### src/rtl/acc_requant_pack.sv
// Accumulator requantizer: bias add, Q31 scale, round/shift, offset, clamp,
// and little-endian packing of int8 results into 32-bit words.
module acc_requant_pack (
    input  logic        clk,
    input  logic        reset,
    input  logic        cfg_we,
    input  logic [31:0] cfg_bias,
    input  logic [31:0] cfg_mult,
    input  logic [3:0]  cfg_shift,
    input  logic [7:0]  cfg_offset,
    input  logic [7:0]  cfg_act_min,
    input  logic [7:0]  cfg_act_max,
    input  logic        in_valid,
    output logic        in_ready,
    input  logic [31:0] in_acc,
    input  logic        in_last,
    output logic        out_valid,
    input  logic        out_ready,
    output logic [31:0] out_word,
    output logic        out_last,
    output logic        busy
);

    logic [31:0] bias_q, bias_d;
    logic [31:0] mult_q, mult_d;
    logic [3:0]  shift_q, shift_d;
    logic [7:0]  offset_q, offset_d;
    logic [7:0]  amin_q, amin_d;
    logic [7:0]  amax_q, amax_d;

    logic        s1_valid_q, s1_valid_d;
    logic        s1_last_q, s1_last_d;
    logic [31:0] s1_sum_q, s1_sum_d;
    logic        s2_valid_q, s2_valid_d;
    logic        s2_last_q, s2_last_d;
    logic [63:0] s2_prod_q, s2_prod_d;
    logic        s3_valid_q, s3_valid_d;
    logic        s3_last_q, s3_last_d;
    logic [7:0]  s3_byte_q, s3_byte_d;

    logic [1:0]  cnt_q, cnt_d;
    logic [23:0] part_q, part_d;
    logic        out_valid_q, out_valid_d;
    logic [31:0] out_word_q, out_word_d;
    logic        out_last_q, out_last_d;

    logic        advance;
    logic [31:0] merged;

    logic signed [65:0] p_s, rnd_s, r_s, v_s;
    logic signed [65:0] lo_s, hi_s, m_s;
    logic [6:0]         rnd_pos, sh_amt;

    assign advance   = ~out_valid_q | out_ready;
    assign in_ready  = advance;
    assign out_valid = out_valid_q;
    assign out_word  = out_word_q;
    assign out_last  = out_last_q;
    assign busy      = s1_valid_q | s2_valid_q | s3_valid_q
                     | (cnt_q != 2'd0) | out_valid_q;

    // Round-half-up at bit (30+shift), then arithmetic shift by (31+shift).
    always_comb begin
        rnd_pos = 7'd30 + {3'b000, shift_q};
        sh_amt  = 7'd31 + {3'b000, shift_q};
        p_s     = $signed({{2{s2_prod_q[63]}}, s2_prod_q});
        rnd_s   = p_s + $signed(66'd1 << rnd_pos);
        r_s     = rnd_s >>> sh_amt;
        v_s     = r_s + $signed({{58{offset_q[7]}}, offset_q});
        lo_s    = $signed({{58{amin_q[7]}}, amin_q});
        hi_s    = $signed({{58{amax_q[7]}}, amax_q});
        m_s     = (v_s < lo_s) ? lo_s : v_s;
        s3_byte_d = (m_s > hi_s) ? amax_q : m_s[7:0];
    end

    always_comb begin
        bias_d   = bias_q;
        mult_d   = mult_q;
        shift_d  = shift_q;
        offset_d = offset_q;
        amin_d   = amin_q;
        amax_d   = amax_q;
        if (cfg_we && !busy) begin
            bias_d   = cfg_bias;
            mult_d   = cfg_mult;
            shift_d  = cfg_shift;
            offset_d = cfg_offset;
            amin_d   = cfg_act_min;
            amax_d   = cfg_act_max;
        end
    end

    always_comb begin
        s1_valid_d  = s1_valid_q;
        s1_last_d   = s1_last_q;
        s1_sum_d    = s1_sum_q;
        s2_valid_d  = s2_valid_q;
        s2_last_d   = s2_last_q;
        s2_prod_d   = s2_prod_q;
        s3_valid_d  = s3_valid_q;
        s3_last_d   = s3_last_q;
        cnt_d       = cnt_q;
        part_d      = part_q;
        out_valid_d = out_valid_q;
        out_word_d  = out_word_q;
        out_last_d  = out_last_q;
        merged      = {8'h00, part_q};
        merged[{cnt_q, 3'b000} +: 8] = s3_byte_q;
        if (advance) begin
            s1_valid_d = in_valid;
            s1_last_d  = in_last;
            s1_sum_d   = in_acc + bias_q;
            s2_valid_d = s1_valid_q;
            s2_last_d  = s1_last_q;
            s2_prod_d  = {{32{s1_sum_q[31]}}, s1_sum_q}
                       * {{32{mult_q[31]}}, mult_q};
            s3_valid_d = s2_valid_q;
            s3_last_d  = s2_last_q;
            out_valid_d = 1'b0;
            if (s3_valid_q) begin
                if (cnt_q == 2'd3 || s3_last_q) begin
                    out_valid_d = 1'b1;
                    out_word_d  = merged;
                    out_last_d  = s3_last_q;
                    cnt_d       = 2'd0;
                    part_d      = 24'd0;
                end else begin
                    part_d = merged[23:0];
                    cnt_d  = cnt_q + 2'd1;
                end
            end
        end
    end

    always_ff @(posedge clk) begin
        if (!reset) begin
            bias_q      <= 32'd0;
            mult_q      <= 32'h4000_0000;
            shift_q     <= 4'd0;
            offset_q    <= 8'd0;
            amin_q      <= 8'h80;
            amax_q      <= 8'h7F;
            s1_valid_q  <= 1'b0;
            s1_last_q   <= 1'b0;
            s1_sum_q    <= 32'd0;
            s2_valid_q  <= 1'b0;
            s2_last_q   <= 1'b0;
            s2_prod_q   <= 64'd0;
            s3_valid_q  <= 1'b0;
            s3_last_q   <= 1'b0;
            s3_byte_q   <= 8'd0;
            cnt_q       <= 2'd0;
            part_q      <= 24'd0;
            out_valid_q <= 1'b0;
            out_word_q  <= 32'd0;
            out_last_q  <= 1'b0;
        end else begin
            bias_q      <= bias_d;
            mult_q      <= mult_d;
            shift_q     <= shift_d;
            offset_q    <= offset_d;
            amin_q      <= amin_d;
            amax_q      <= amax_d;
            s1_valid_q  <= s1_valid_d;
            s1_last_q   <= s1_last_d;
            s1_sum_q    <= s1_sum_d;
            s2_valid_q  <= s2_valid_d;
            s2_last_q   <= s2_last_d;
            s2_prod_q   <= s2_prod_d;
            s3_valid_q  <= s3_valid_d;
            s3_last_q   <= s3_last_d;
            if (advance) s3_byte_q <= s3_byte_d;
            cnt_q       <= cnt_d;
            part_q      <= part_d;
            out_valid_q <= out_valid_d;
            out_word_q  <= out_word_d;
            out_last_q  <= out_last_d;
        end
    end

endmodule

### config.mk
export PLATFORM = sky130hd
export DESIGN_NAME = acc_requant_pack
export DESIGN_NICKNAME = d
export VERILOG_FILES = /design/src/rtl/acc_requant_pack.sv
export SDC_FILE = /design/constraint.sdc
export NUM_CORES = 2
export LEC_CHECK = 0
export ABC_AREA = 1
export ABC_CLOCK_PERIOD_IN_PS = 27700
export BUFFER_PORTS_ARGS = -buffer_cell sky130_fd_sc_hd__buf_2
export CAP_MARGIN = 40
export CELL_PAD_IN_SITES_DETAIL_PLACEMENT = 0
export CELL_PAD_IN_SITES_GLOBAL_PLACEMENT = 2
export CORE_MARGIN = 2
export CORE_UTILIZATION = 41
export CTS_CLUSTER_DIAMETER = 100
export CTS_CLUSTER_SIZE = 8
export DETAILED_ROUTE_END_ITERATION = 12
export PLACE_DENSITY_LB_ADDON = 0.15
export SLEW_MARGIN = 10
export SYNTH_ARGS = -nofsm -noshare
export SYNTH_HDL_FRONTEND = slang
export SYNTH_SLANG_ARGS = --single-unit
### constraint.sdc
create_clock -name clk -period 27.7 [get_ports clk]
set_input_delay 2.77 -clock clk [delete_from_list [all_inputs] [get_ports clk]]
set_output_delay 2.77 -clock clk [all_outputs]
set_load 0.02 [all_outputs]
# Yosys cells after proc, flatten, opt, wreduce, memory -nomap -nowiden
# Index checks and enable logic that the tools add are counted.
[op_classes] n_addsub=7 order_cmp=2 n_reduce_logical=6 n_bitwise=6 n_eq_ne=1 shift=4 n_mul=1 n_mux=7
[op_table] operator="adder 64 x 66 -> 66 bit" n=1
[op_table] operator="adder 66 x 8 -> 66 bit" n=1
[op_table] operator="greater-than comparator 66 x 8 -> 1 bit" n=1
[op_table] operator="less-than comparator 66 x 8 -> 1 bit" n=1
[op_table] operator="2-to-1 mux 66 bit" n=1
[op_table] operator="left shift 1 x 6 -> 66 bit (first input constant)" n=1
[op_table] operator=">>> shifter 66 x 6 -> 66 bit" n=1
[op_table] operator="multiplier 32 x 32 -> 64 bit" n=1
[op_table] operator="adder 32 bit" n=1
[op_table] operator="bitwise mux 32 bit" n=1
[op_table] operator="variable shift 8 x 7 -> 32 bit (first input constant)" n=1
[op_table] operator="variable part select 8 x 7 -> 32 bit" n=1
[op_table] operator="2-to-1 mux 24 bit" n=1
[op_table] operator="adder 5 x 4 -> 6 bit (first input constant)" n=2
[op_table] operator="2-to-1 mux 8 bit" n=1
[op_table] operator="negation 5 -> 7 bit" n=1
[op_table] operator="OR 1 bit" n=5
[op_table] operator="AND reduction 3 bit" n=1
[op_table] operator="adder 2 x 1 -> 2 bit (second input constant)" n=1
[op_table] operator="equality test 2 bit (second input constant)" n=1
[op_table] operator="2-to-1 mux 1 bit" n=2
[op_table] operator="2-to-1 mux 2 bit" n=1
[op_table] operator="AND reduction 2 bit" n=1
[op_table] operator="nonzero test 2 bit" n=1
[op_table] operator="4 further kinds" n=4
[totals] out_inout_bits=36 wordCells=54 ff_bits=262

# Depth between registers and ports, before layout
[depth] word_depth=9 mapped_depth=81 ltp_nobuf=77

# Worst setup path before layout
# Ideal clock, no wire load.
[synth_path] path_type="register -> register" start="reg shift_q[1]" end="reg s3_byte_q[0]" required_time_ps=27583 setup_time_ps=117 setup_slack_ps=18624 n_path_buf=4 arrival_ps=8958 path_stages_with_launch=72 synth_period_minus_slack_ps=9076 path_cell_list="dfxtp_1 inv_1 ha_1 ha_1 clkbuf_1 inv_1 clkbuf_1 nor2_1 ha_1 fa_1 nand3_1 nand3_2 nand2_1 nand2_2 nand2_1 nand2_2 nand2_1 nand2_2 [36 not listed] nand2_2 clkbuf_2 buf_2 o21ai_0 inv_1 ha_1 nand2_1 inv_1 nand3_1 nor4_1 a21boi_0 o21ai_0 nand3_1 nand3_1 inv_1 nor2_1 nor2_1 nor2_1"
[synth_via] elab_chain_cells=9 elab_cells_between_ends=10 classes_between="add/sub (4); order compare (2); shift (2); mux (2)"
[synth_rtl] item="start, declared" line_no="26" text="logic [3:0] shift_q, shift_d;"
[synth_rtl] item="start signal, assigned" line_no="160" text="shift_q <= shift_d;"
[synth_rtl] item="adder 5 x 4 -> 6 bit" line_no="64" text="rnd_pos = 7'd30 + {3'b000, shift_q};"
[synth_rtl] item="left shift 1 x 6 -> 66 bit" line_no="67" text="rnd_s = p_s + $signed(66'd1 << rnd_pos);"
[synth_rtl] item="adder 64 x 66 -> 66 bit" line_no="67"
[synth_rtl] item=">>> shifter 66 x 6 -> 66 bit *" line_no="68" text="r_s = rnd_s >>> sh_amt;"
[synth_rtl] item="adder 66 x 8 -> 66 bit *" line_no="69" text="v_s = r_s + $signed({{58{offset_q[7]}}, offset_q});"
[synth_rtl] item="less-than comparator 66 x 8 -> 1 bit" line_no="72" text="m_s = (v_s < lo_s) ? lo_s : v_s;"
[synth_rtl] item="2-to-1 mux 66 bit *" line_no="72"
[synth_rtl] item="greater-than comparator 66 x 8 -> 1 bit" line_no="73" text="s3_byte_d = (m_s > hi_s) ? amax_q : m_s[7:0];"
[synth_rtl] item="2-to-1 mux 8 bit *" line_no="73"
[synth_rtl] item="end signal, assigned" line_no="172" text="if (advance) s3_byte_q <= s3_byte_d;"
[synth_rtl] item="end, declared" line_no="39" text="logic [7:0] s3_byte_q, s3_byte_d;"
# Mark *: on every way between the ends. The rest lies on a longest branch, timed or not.
# A chain may end at the register's enable or synchronous reset.

# Worst setup path after layout
[layout_path] start="reg shift_q[2]" end="reg s3_byte_q[0]"
# The elaborated chain is that of the path after synthesis.

==> metrics.txt <==
critical path endpoint category=flop; slowest CP cell=ha_1; instance count on the critical path=64; FMAX=0.07446 GHz; Ys Warns=0; worst path arrival time=between 10 and 15 ns; largest net degree at the start of global routing=86; crit share post-route=0.4848; first-pass iteration count of the detailed router=7; Die Width=410.1 µm; clk root buf=clkbuf_16; routed vias=roughly 63,000; Finished Cell Area=71,700 µm²; synth top area cells=fa_1 32%, nand2_1 12%, inv_1 12%, ha_1 9.1%, dfxtp_1 7.8%; overall routed net length=256.0 mm; initial antenna violation count=18; row count=149; die area=around 170,000 µm²; Slew Viols, Final=0; CP peak stage delay=between 0.6 and 0.7 ns; overall routing resource usage=0.3078; Gate Count Post-Synth=9,691; Clock Tree Buf Depth=3; CTS tree=built; clock latency on the worst-skew pair=about 0.64 ns; Hold WC Path Type=reg -> reg; Critical Path Start Type=flop; syn_nets=between 10,000 and 15,000; most frequent CP cell=nand2_1; reg2reg path depth=between 60 and 70; post-synth cell types=68; ratio of cells with drive above 1 in the final layout=0.05377; CTS H-tree depth=2; slew margin rel.=0.4073; CP required=28.21 ns; Layout area overhead=6.050%; post-CTS sizing=0; Syn Area/Cell=6.976 µm²; drt via density=5.320; Crit Path Class=reg -> reg; Post-CTS Hold Buffers=0; # setup viols final=0; placer congestion estimate=1.003; Post CTS Setup Buffer Count=0; post-DR wirelength/cell=21.74 µm; VDD IR max=247.9 µV; Worst R2R Setup Slack=between 10 and 15 ns; Port-buffer cells=165; Hold Slack=0.4750 ns; Worst path top cell family by delay=simple AND/OR/NAND/NOR gates; status=complete, no violations; CP bufs+invs=9; clk sink count=between 200 and 300; unrepaired setup endpoints after global routing=no; Detailed Route Iter0 Violations=5,086; Leak Pwr=about 0.038 µW; Num CTS Buffers=43; Nets=11,270; Max FO, Critical Path=59; clk_skew=0.04754 ns; total gr overflow=0; Die Ht=410.1 µm; placed inst area=70,370 µm²; power density over the cells=133.9 nW/µm²; asr flop ratio synth=0; Max-Cap Viols=0; Tmin final=13.43 ns; first-pass GRT wire length=397.0 mm; Synth Cell Area=67,610 µm²; total core area=164,400 µm²; top cell type's share of synthesized area=0.3213; FF+latch count, synth=262; DRC=0; Post-synth EDFFs=0; Hold Violations, Final=0; dominant cell type by area after synthesis=fa_1; sum of negative setup slack=0 ns; io pins=166; HPWL Detailed=around 210 mm; WHS Path Cells=2; ys flop type=dfxtp_1; Seq/Total Area, Yosys=0.07758; post-route ant nets=0; Worst-path clk slew=0.06 ns; vias in the first global route=about 64,000; Least-Margin Pin Slew=0.8827 ns; Initial Utilization=0.4112
## final cells by class
| cell class | instances | area, µm² |
|---|---|---|
| fillers | 17570 | 92730 |
| multi-input cells | 6819 | 52550 |
| inverters | 2176 | 8172 |
| flip-flops and latches | 262 | 5248 |
| well taps | 2189 | 2739 |
| repair buffers | 264 | 1663 |
| clock buffers | 46 | 1107 |
| clock inverters | 11 | 207.7 |
| diodes | 4 | 10.01 |
## sequential cells by signal (all words and copies together), names as in the netlist, 2 cells and up
signal,cells
s2_prod_q,64
offset_q,8
amax_q,8
s1_sum_q,32
out_word,32
bias_q,32
amin_q,8
shift_q,4
s3_byte_q,8
mult_q,32
part_q,24
cnt_q,2
## placed cells by master (no fill, tap or decap), drive strengths merged, types with 11 or more instances in the layout
master   count
nand2     2273
inv       2168
fa        1085
nand3      707
nor2       627
o21ai      498
ha         490
a21oi      463
buf        264
dfxtp      262
xor2        88
nor3        70
o21bai      69
nand4       65
xnor2       61
o211ai      46
clkbuf      46
or2         42
a31oi       41
a21o        28
nor4        27
a2bb2oi     25
o21a        18
a22oi       14
clkinv      14
o221ai      11
## tightest hold or removal path: stages, from the launching register on
cell and delay, ns:
dfxtp_1 0.30, inv_1 0.07, a21oi_1 0.06
## per-layer routing
layer / routed length, µm / share of wire / track usage
met5: 120 / 0.00047 / 0
met4: 6378 / 0.025 / 0.06751
met1: 114400 / 0.45 / 0.4269
met3: 17130 / 0.067 / 0.04402
met2: 117900 / 0.46 / 0.5080
## Yosys cell counts (all sizes together), types with 42 or more instances
| library cell | number |
|---|---|
| nand4 | 65 |
| xor2 | 88 |
| or2 | 42 |
| ha | 490 |
| fa | 1085 |
| nor3 | 70 |
| nand3 | 707 |
| inv | 2167 |
| xnor2 | 61 |
| a21oi | 463 |
| o211ai | 46 |
| dfxtp | 262 |
| o21ai | 498 |
| clkbuf | 370 |
| nand2 | 2273 |
| o21bai | 69 |
| buf | 64 |
| nor2 | 627 |
## stage by stage
| step | utilization | power, µW | setup WS (ns) | instances |
|---|---|---|---|---|
| 2_1_floorplan | - | 6236 | 18.62 | 9691 |
| 3_3_place_gp | 0.4272 | 9040 | 13.79 | 11700 |
| 3_5_place_dp | 0.4280 | 9079 | 14.53 | 11710 |
| 4_1_cts | 0.4360 | 9668 | 14.52 | 11770 |
| 5_1_grt | 0.4360 | 10750 | 13.15 | 11770 |
| 6_report | 0.4360 | 9601 | 14.27 | 11770 |
## power breakdown
part           switching (µW)  leakage, µW  internal [µW]
Clock                     211     0.000633            313
Combinational            5710       0.0348           2840
Sequential               58.2      0.00216            468
## cells by family after synthesis
| kind of cell | after synthesis | share of synthesized area |
|---|---|---|
| compound gates | 1266 | 0.1067 |
| xor+xnor | 149 | 0.01930 |
| fa+ha+maj | 1575 | 0.4120 |
| buf+inv | 2610 | 0.1459 |
| flops | 262 | 0.07758 |
| mux | 1 | 0.0001481 |
| simple gates | 3828 | 0.2384 |
## worst paths after layout
check,from,to
worst max-delay path,shift_q[2]$_SDFFE_PN0P_,s3_byte_q[0]$_SDFFE_PN0N_
worst min-delay path,amin_q[0]$_SDFFE_PN0P_,amin_q[0]$_SDFFE_PN0P_
worst max register to register,shift_q[2]$_SDFFE_PN0P_,s3_byte_q[0]$_SDFFE_PN0N_
worst min register to register,amin_q[0]$_SDFFE_PN0P_,amin_q[0]$_SDFFE_PN0P_
(Power assumes the default switching activity.)
